===== config.mk =====
export PLATFORM = sky130hd
export DESIGN_NAME = fetch_unit
export DESIGN_NICKNAME = d
export VERILOG_FILES = /design/src/rtl/pipeline_pkg.sv /design/src/rtl/fetch_hold_buffer.sv /design/src/rtl/fetch_unit.sv
export SDC_FILE = /design/constraint.sdc
export NUM_CORES = 1
export LEC_CHECK = 0
export CAP_MARGIN = 10
export CORE_MARGIN = 2
export CORE_UTILIZATION = 34
export CTS_CLUSTER_DIAMETER = 60
export DETAILED_ROUTE_END_ITERATION = 7
export PLACE_DENSITY = 0.68
export SLEW_MARGIN = 20
export SYNTH_ARGS = -nofsm -noshare
export SYNTH_HDL_FRONTEND = slang
export SYNTH_SLANG_ARGS = --single-unit

===== constraint.sdc =====
create_clock -name clk -period 3.7 [get_ports clk]
set_clock_uncertainty 0.2 [all_clocks]
set_input_delay 0.74 -clock clk [delete_from_list [all_inputs] [get_ports clk]]
set_output_delay 0.74 -clock clk [all_outputs]
set_load 0.01 [all_outputs]

===== src/rtl/pipeline_pkg.sv =====
// Constants shared by the fetch and decode stages of the pipeline.
package pipeline_pkg;
    localparam int          INSTR_W   = 32;
    localparam logic [31:0] NOP_INSTR = 32'hE320F000;
    localparam logic [31:0] PC_STEP   = 32'd4;
endpackage


===== src/rtl/fetch_hold_buffer.sv =====
// Captures the RAM read word on the first stalled edge so it survives the stall,
// and selects what the fetch stage presents to decode.
module fetch_hold_buffer
    import pipeline_pkg::*;
(
    input  logic               clk,
    input  logic               rst_n,
    input  logic               stall,
    input  logic               resp_valid,
    input  logic [INSTR_W-1:0] rddata,
    output logic [INSTR_W-1:0] instr_out
);
    logic [INSTR_W-1:0] hold_instr;
    logic               hold_valid;

    always_ff @(posedge clk or negedge rst_n) begin
        if (!rst_n) begin
            hold_instr <= NOP_INSTR;
            hold_valid <= 1'b0;
        end else if (stall) begin
            // Only the first stalled edge sees the word for the presented PC.
            if (!hold_valid) begin
                hold_instr <= rddata;
                hold_valid <= 1'b1;
            end
        end else begin
            hold_valid <= 1'b0;
        end
    end

    assign instr_out = !resp_valid ? NOP_INSTR :
                       hold_valid  ? hold_instr : rddata;
endmodule


===== src/rtl/fetch_unit.sv =====
// Instruction fetch: owns the PC and branch tag, issues reads to a 1-cycle
// synchronous instruction memory and presents tagged instructions to decode.
module fetch_unit
    import pipeline_pkg::*;
#(
    parameter logic [31:0] RESET_PC = 32'h0000_0000,
    parameter int          IMEM_AW  = 11
) (
    input  logic               clk,
    input  logic               rst_n,
    input  logic               sel_stall,
    input  logic               sel_branch,
    input  logic [31:0]        branch_target,
    output logic [IMEM_AW-1:0] imem_addr,
    output logic               imem_rden,
    input  logic [INSTR_W-1:0] imem_rddata,
    output logic [INSTR_W-1:0] instr_out,
    output logic               branch_out,
    output logic [31:0]        pc_out,
    output logic               branch_ref
);
    logic [31:0] pc_reg, resp_pc, target_aligned;
    logic        tag, resp_tag, resp_valid;

    assign target_aligned = branch_target & ~32'h3;

    // A redirect overrides the stall so the tag flips in the branch cycle.
    always_ff @(posedge clk or negedge rst_n) begin
        if (!rst_n) begin
            pc_reg <= RESET_PC;
            tag    <= 1'b0;
        end else if (sel_branch) begin
            pc_reg <= target_aligned;
            tag    <= ~tag;
        end else if (!sel_stall) begin
            pc_reg <= pc_reg + PC_STEP;
        end
    end

    always_ff @(posedge clk or negedge rst_n) begin
        if (!rst_n) begin
            resp_pc    <= RESET_PC;
            resp_tag   <= 1'b0;
            resp_valid <= 1'b0;
        end else if (!sel_stall) begin
            resp_pc    <= pc_reg;
            resp_tag   <= tag;
            resp_valid <= 1'b1;
        end
    end

    assign imem_addr  = pc_reg[IMEM_AW+1:2];
    assign imem_rden  = rst_n;
    assign branch_out = resp_tag;
    assign pc_out     = resp_pc;
    assign branch_ref = tag;

    fetch_hold_buffer u_hold (
        .clk        (clk),
        .rst_n      (rst_n),
        .stall      (sel_stall),
        .resp_valid (resp_valid),
        .rddata     (imem_rddata),
        .instr_out  (instr_out)
    );
endmodule


==> results.yml, run 1 <==
status:
  outcome: "complete, no violations"
clocking:
  cts-buffers-inserted: 9
  numClockSinks: 96
  cts-resized-gates: 0
  clk_pin_slew_worst_paths_ns: 0.06
  root_buffer: "clkbuf_16"
  post_cts_buffers: 0
  clockBufferDepth: 2
  h-tree-depth: 3
  cts_tree: "done"
  hold_buffers: 0
  clock_latency_ns: 0.34
cells_and_area:
  areaGrowthSynthToFinish_pct: 38.0
  num-nets-final: 620
  fillers: 1339
  antenna_cells: 0
  final_cell_area_sq_mm: 0.00658
  layout-drive-gt1-share_pct: 17.8
  largest_register_ffs: 32
drt:
  drc_errors: 0
  routed_wl_um: 11300
  viasPerCell: 4.93
  ant_nets: 0
  wl_per_cell_um: 15.4
  wl_met2_um: 5590
  maxUsedRoutingLayer: "met4"
  vias: 3628
  wl_met3_um: 670
  firstDrtPassIters: 4
  wl_met1_um: 4890
  drt_iter0_drc: 148
global_route:
  grt_pass1_vias: 3649
  gr-total-overflow: 0
  antenna_found_initial: 0
  grt_use_total_pct: 15.7
  grt_max_degree: 53
  grt_pass1_wl_um: 18200
synth:
  synth.top_cells.by_area: "dfrtp_1 (45%), mux2_2 (14%), mux2i_1 (6.9%)"
  synth_commonest_cells: "dfrtp_1 (86), mux2_2 (60), nand2_1 (36), mux2i_1 (33)"
  netlist_area_sq_mm: 0.00477
  yosys_warnings: 0
  async_flop_share_pct: 100
  ys_seq_area_share_pct: 50.6
  ys_types: 33
  syn_inst: 429
  yosys_register_bits: 96
  avgSynthCellArea_sq_um: 11.1
  synth_top_area_share_pct: 45.1
  synth_ff_type: "dfrtp_1"
  yosysTopAreaCell: "dfrtp_1"
  synth_most_common_cell: "dfrtp_1"
  synth_edf_count: 0
placement:
  portBuffers: 141
  place_hpwl_um: 8050
  pre_cts_slack_ns: 0.616
  gp_congestion: 0.770
  dpl_cell_area_sq_mm: 0.00626
worst_setup_path:
  r2r-start: "pc_reg[11]$_DFFE_PN0N_"
  critPathSlowestCell: "dfrtp_2"
  rrSetupSlack_ns: 1.17
  worst-r2r-cell-count: 4
  r2r-end: "pc_reg[22]$_DFFE_PN0N_"
  crit_path_start_kind: "flop"
  worstPathArrival_ns: 2.22
  crit_path_max_incr_delay_ns: 0.78
  cp_max_fo: 22
  crit_chain: "buf_4 -> mux2i_1 -> nand2_1 -> clkdlybuf4s50_1"
  cp.required_ns: 2.76
  crit_path_end_kind: "output pin"
  crit_type: "reg -> out"
die:
  die_w_um: 122
  coreArea_sq_mm: 0.0138
  start_util_pct: 34.6
  rows: 43
  io_pins: 146
  die-area_sq_mm: 0.0150
  die_h_um: 122
hold_path:
  worstHoldStart: "pc_out[13]$_DFFE_PN0N_"
  hold_class: "reg -> reg"
  hold_path_depth: 2
  holdPathEnd: "pc_out[13]$_DFFE_PN0N_"
sta:
  period_minus_slack_ns: 3.16
  slew_headroom_pct: 39.2
  fmax_mhz: 317
  drv_slew: 0
  finalSetupViolations: 0
  hold-worst-slack_ns: 0.294
  tightestPinTransition_ns: 0.913
  fin_ws_ns: 0.541
  hold_violations: 0
  rsz0062_at_grt: "false"
  tns_ns: 0
  fin_crit_sh_pct: 85.4
power_and_ir_drop:
  power_uw: 2960
  power.density_mw_per_mm2: 450
  p_leak_uw: 0.00264
  peakVddDrop_mv: 0.216
run:
  maxCapViolations: 0
==> stage by stage <==
stage / util, % / instances
after floorplan: - / 430
after global placement: 45.5 / 720
after detailed placement: 45.5 / 720
after CTS: 47.8 / 736
after global routing: 47.8 / 736
final: 47.8 / 736
==> metal layers <==
layer  GRT usage, %  vias up
met5              0        -
met4           5.46        0
met3           3.72       12
met2           27.1      101
met1           19.1     1765
li1               -     1750
==> placed cells by master (no fill, tap or decap), types with 2 or more instances in the layout <==
master,netlist,layout
xor2_1,5,5
xnor2_1,7,7
inv_1,4,4
clkbuf_16,0,9
mux2_2,60,60
or4_1,16,16
nor2b_1,23,23
nand3b_1,2,2
or3_1,9,9
nand3_1,10,10
and3_1,2,2
nand2_1,36,36
buf_4,14,10
a31oi_1,18,18
clkdlybuf4s50_1,0,139
nand4_1,2,2
mux2i_1,33,33
clkbuf_8,0,4
nor4_1,2,2
o31ai_1,10,10
nor2_1,20,20
o21ai_0,23,23
dfstp_2,10,10
dfrtp_1,86,85
conb_1,1,2
nand2b_1,3,3
==> worst max path at each step <==
stage | start | endpoint | slack [ns] | cells after the start
after floorplan | sel_stall | pc_reg[25]$_DFFE_PN0N_ | 1.22 | 5
final | u_hold.hold_valid$_DFF_PN0_ | instr_out[29] | 0.54 | 4
after detailed placement | sel_stall | pc_reg[22]$_DFFE_PN0N_ | 0.62 | 5
after global routing | u_hold.hold_valid$_DFF_PN0_ | instr_out[29] | 0.36 | 4
after global placement | sel_stall | pc_reg[22]$_DFFE_PN0N_ | 0.69 | 5
after CTS | u_hold.hold_valid$_DFF_PN0_ | instr_out[29] | 0.50 | 4
==> worst max-delay path: cells and delay by family, from the launching register on <==
kind	cells	cell delay, ns
flops	1	0.78
buf+inv	2	0.81
mux	1	0.22
simple gates	1	0.07
==> area by class of cell <==
class	count	area (sq um)	area share, %
sequential	96	2420	36.7
multi-input combinational	289	2130	32.4
timing repair buffer	150	1470	22.3
clock buffer	14	284	4.31
tap	180	225	3.42
clock inverter	2	35.0	0.532
inverter	5	18.8	0.285
==> kinds of logic after synthesis <==
logic type	share of synthesized area, %
and+or+nand+nor	14.7
adders and majority gates	0.262
DFF	50.6
buffers and inverters	4.72
xor gates and xnor gates	2.20
muxes	21.1
other	0.0786
AOI/OAI and AO/OA	6.35
==> where the power goes <==
group | internal, uW | switching (uW) | total (uW)
registers | 1200 | 111 | 1310
clock network | 597 | 385 | 982
logic | 406 | 260 | 666
Power figures use the tool's default switching activity.
==> inputs of run 2 (changes only) <==
CTS_BUF_LIST = sky130_fd_sc_hd__clkbuf_4 sky130_fd_sc_hd__clkbuf_8 sky130_fd_sc_hd__clkbuf_16   (was not set)
==> results.yml, run 2 (synthesis gave the netlist of run 1 again) <==
sta:
  finalSetupViolations: 0
  fin_crit_sh_pct: 85.3
  drv_slew: 0
  period_minus_slack_ns: 3.16
  hold-worst-slack_ns: 0.294
  rsz0062_at_grt: "false"
  slew_headroom_pct: 40.2
  tightestPinTransition_ns: 0.897
  tns_ns: 0
  hold_violations: 0
  fmax_mhz: 317
worst_setup_path:
  r2r-start: "pc_reg[11]$_DFFE_PN0N_"
  crit_type: "reg -> out"
  r2r-end: "pc_reg[22]$_DFFE_PN0N_"
  crit_path_end_kind: "output pin"
  crit_path_start_kind: "flop"
  worst-r2r-cell-count: 4
  worstPathArrival_ns: 2.22
  cp.required_ns: 2.76
  rrSetupSlack_ns: 1.17
  cp_max_fo: 22
cells_and_area:
  areaGrowthSynthToFinish_pct: 38.1
  antenna_cells: 0
  stdcell_count: 736
  largest_register_ffs: 32
  final_cell_mix: "clkdlybuf4s50_1 (139), dfrtp_1 (85), mux2_2 (60), nand2_1 (36), mux2i_1 (33)"
  final_cell_area_sq_mm: 0.00659
  num-nets-final: 620
  layout-drive-gt1-share_pct: 18.0
  final_common_cell: "clkdlybuf4s50_1"
clocking:
  cts_tree: "done"
  hold_buffers: 0
  h-tree-depth: 3
  clockBufferDepth: 2
  root_buffer: "clkbuf_16"
  post_cts_buffers: 0
  numClockSinks: 96
  clk_pin_slew_worst_paths_ns: 0.06
  clock_latency_ns: 0.34
  cts-buffers-inserted: 9
  cts-resized-gates: 0
drt:
  vias: 3618
  firstDrtPassIters: 4
  maxUsedRoutingLayer: "met4"
  ant_nets: 0
  drc_errors: 0
  wl_met3_um: 638
  wl_per_cell_um: 15.4
  drt_iter0_drc: 131
  routed_wl_um: 11300
  wl_met2_um: 5630
  viasPerCell: 4.92
  wl_met1_um: 4900
placement:
  portBuffers: 141
  place_hpwl_um: 8050
  dp_cells: 720
  dpl_cell_area_sq_mm: 0.00626
  gp_congestion: 0.770
die:
  rows: 43
  die_w_um: 122
  start_util_pct: 34.6
  die-area_sq_mm: 0.0150
  die_h_um: 122
  io_pins: 146
  coreArea_sq_mm: 0.0138
hold_path:
  worstHoldStart: "pc_out[13]$_DFFE_PN0N_"
  hold_class: "reg -> reg"
  hold_path_depth: 2
  holdPathEnd: "pc_out[13]$_DFFE_PN0N_"
global_route:
  grt_pass1_wl_um: 18100
  grt_max_degree: 53
  grt_use_total_pct: 15.6
  grt_pass1_vias: 3649
  gr-total-overflow: 0
  antenna_found_initial: 0
power_and_ir_drop:
  power.density_mw_per_mm2: 451
  p_leak_uw: 0.00264
  peakVddDrop_mv: 0.219
run:
  maxCapViolations: 0
status:
  outcome: "complete, no violations"
==> run 2: cell counts in the layout (fill, tap and decap cells not counted) <==
Identical to the previous run, type by type.
==> run 2: cell type report <==
type                       count  area, sq um
clock inverter                 2         35.0
multi-input combinational    289         2130
tap                          180          225
fill                        1337         7190
clock buffer                  14          288
timing repair buffer         150         1470
sequential                    96         2420
inverter                       5         18.8
==> run 2: critical path, stage by stage, from the launching register on <==
cell and delay (ns):
dfrtp_2 0.78, buf_4 0.29, mux2i_1 0.22, nand2_1 0.07, clkdlybuf4s50_1 0.52
==> run 2: stage by stage <==
step	power (uW)	utilization (%)	worst slack, ns
final	2970	47.8	0.545
after global routing	3130	47.8	0.363
after CTS	3010	47.8	0.499
after detailed placement	2010	45.5	0.616
after global placement	1990	45.5	0.686
after floorplan	1630	-	1.22
==> run 2: report_power, final <==
part           total (uW)  internal (uW)  switching [uW]
combinational         666            406             260
clock                 990            605             385
sequential           1310           1200             111
total                2970           2210             756
==> run 2: worst max-delay path by stage <==
stage | start | endpoint | slack [ns] | cells past startpoint
floorplan | sel_stall | pc_reg[25]$_DFFE_PN0N_ | 1.22 | 5
global placement | sel_stall | pc_reg[22]$_DFFE_PN0N_ | 0.69 | 5
detailed placement | sel_stall | pc_reg[22]$_DFFE_PN0N_ | 0.62 | 5
CTS | u_hold.hold_valid$_DFF_PN0_ | instr_out[29] | 0.50 | 4
global route | u_hold.hold_valid$_DFF_PN0_ | instr_out[29] | 0.36 | 4
finish | u_hold.hold_valid$_DFF_PN0_ | instr_out[29] | 0.54 | 4
==> run 2: routing by layer <==
layer	vias to the layer above	global-route usage (%)
met5	-	0
met4	0	5.24
met3	11	3.58
met2	95	27.0
met1	1767	19.1
li1	1745	-
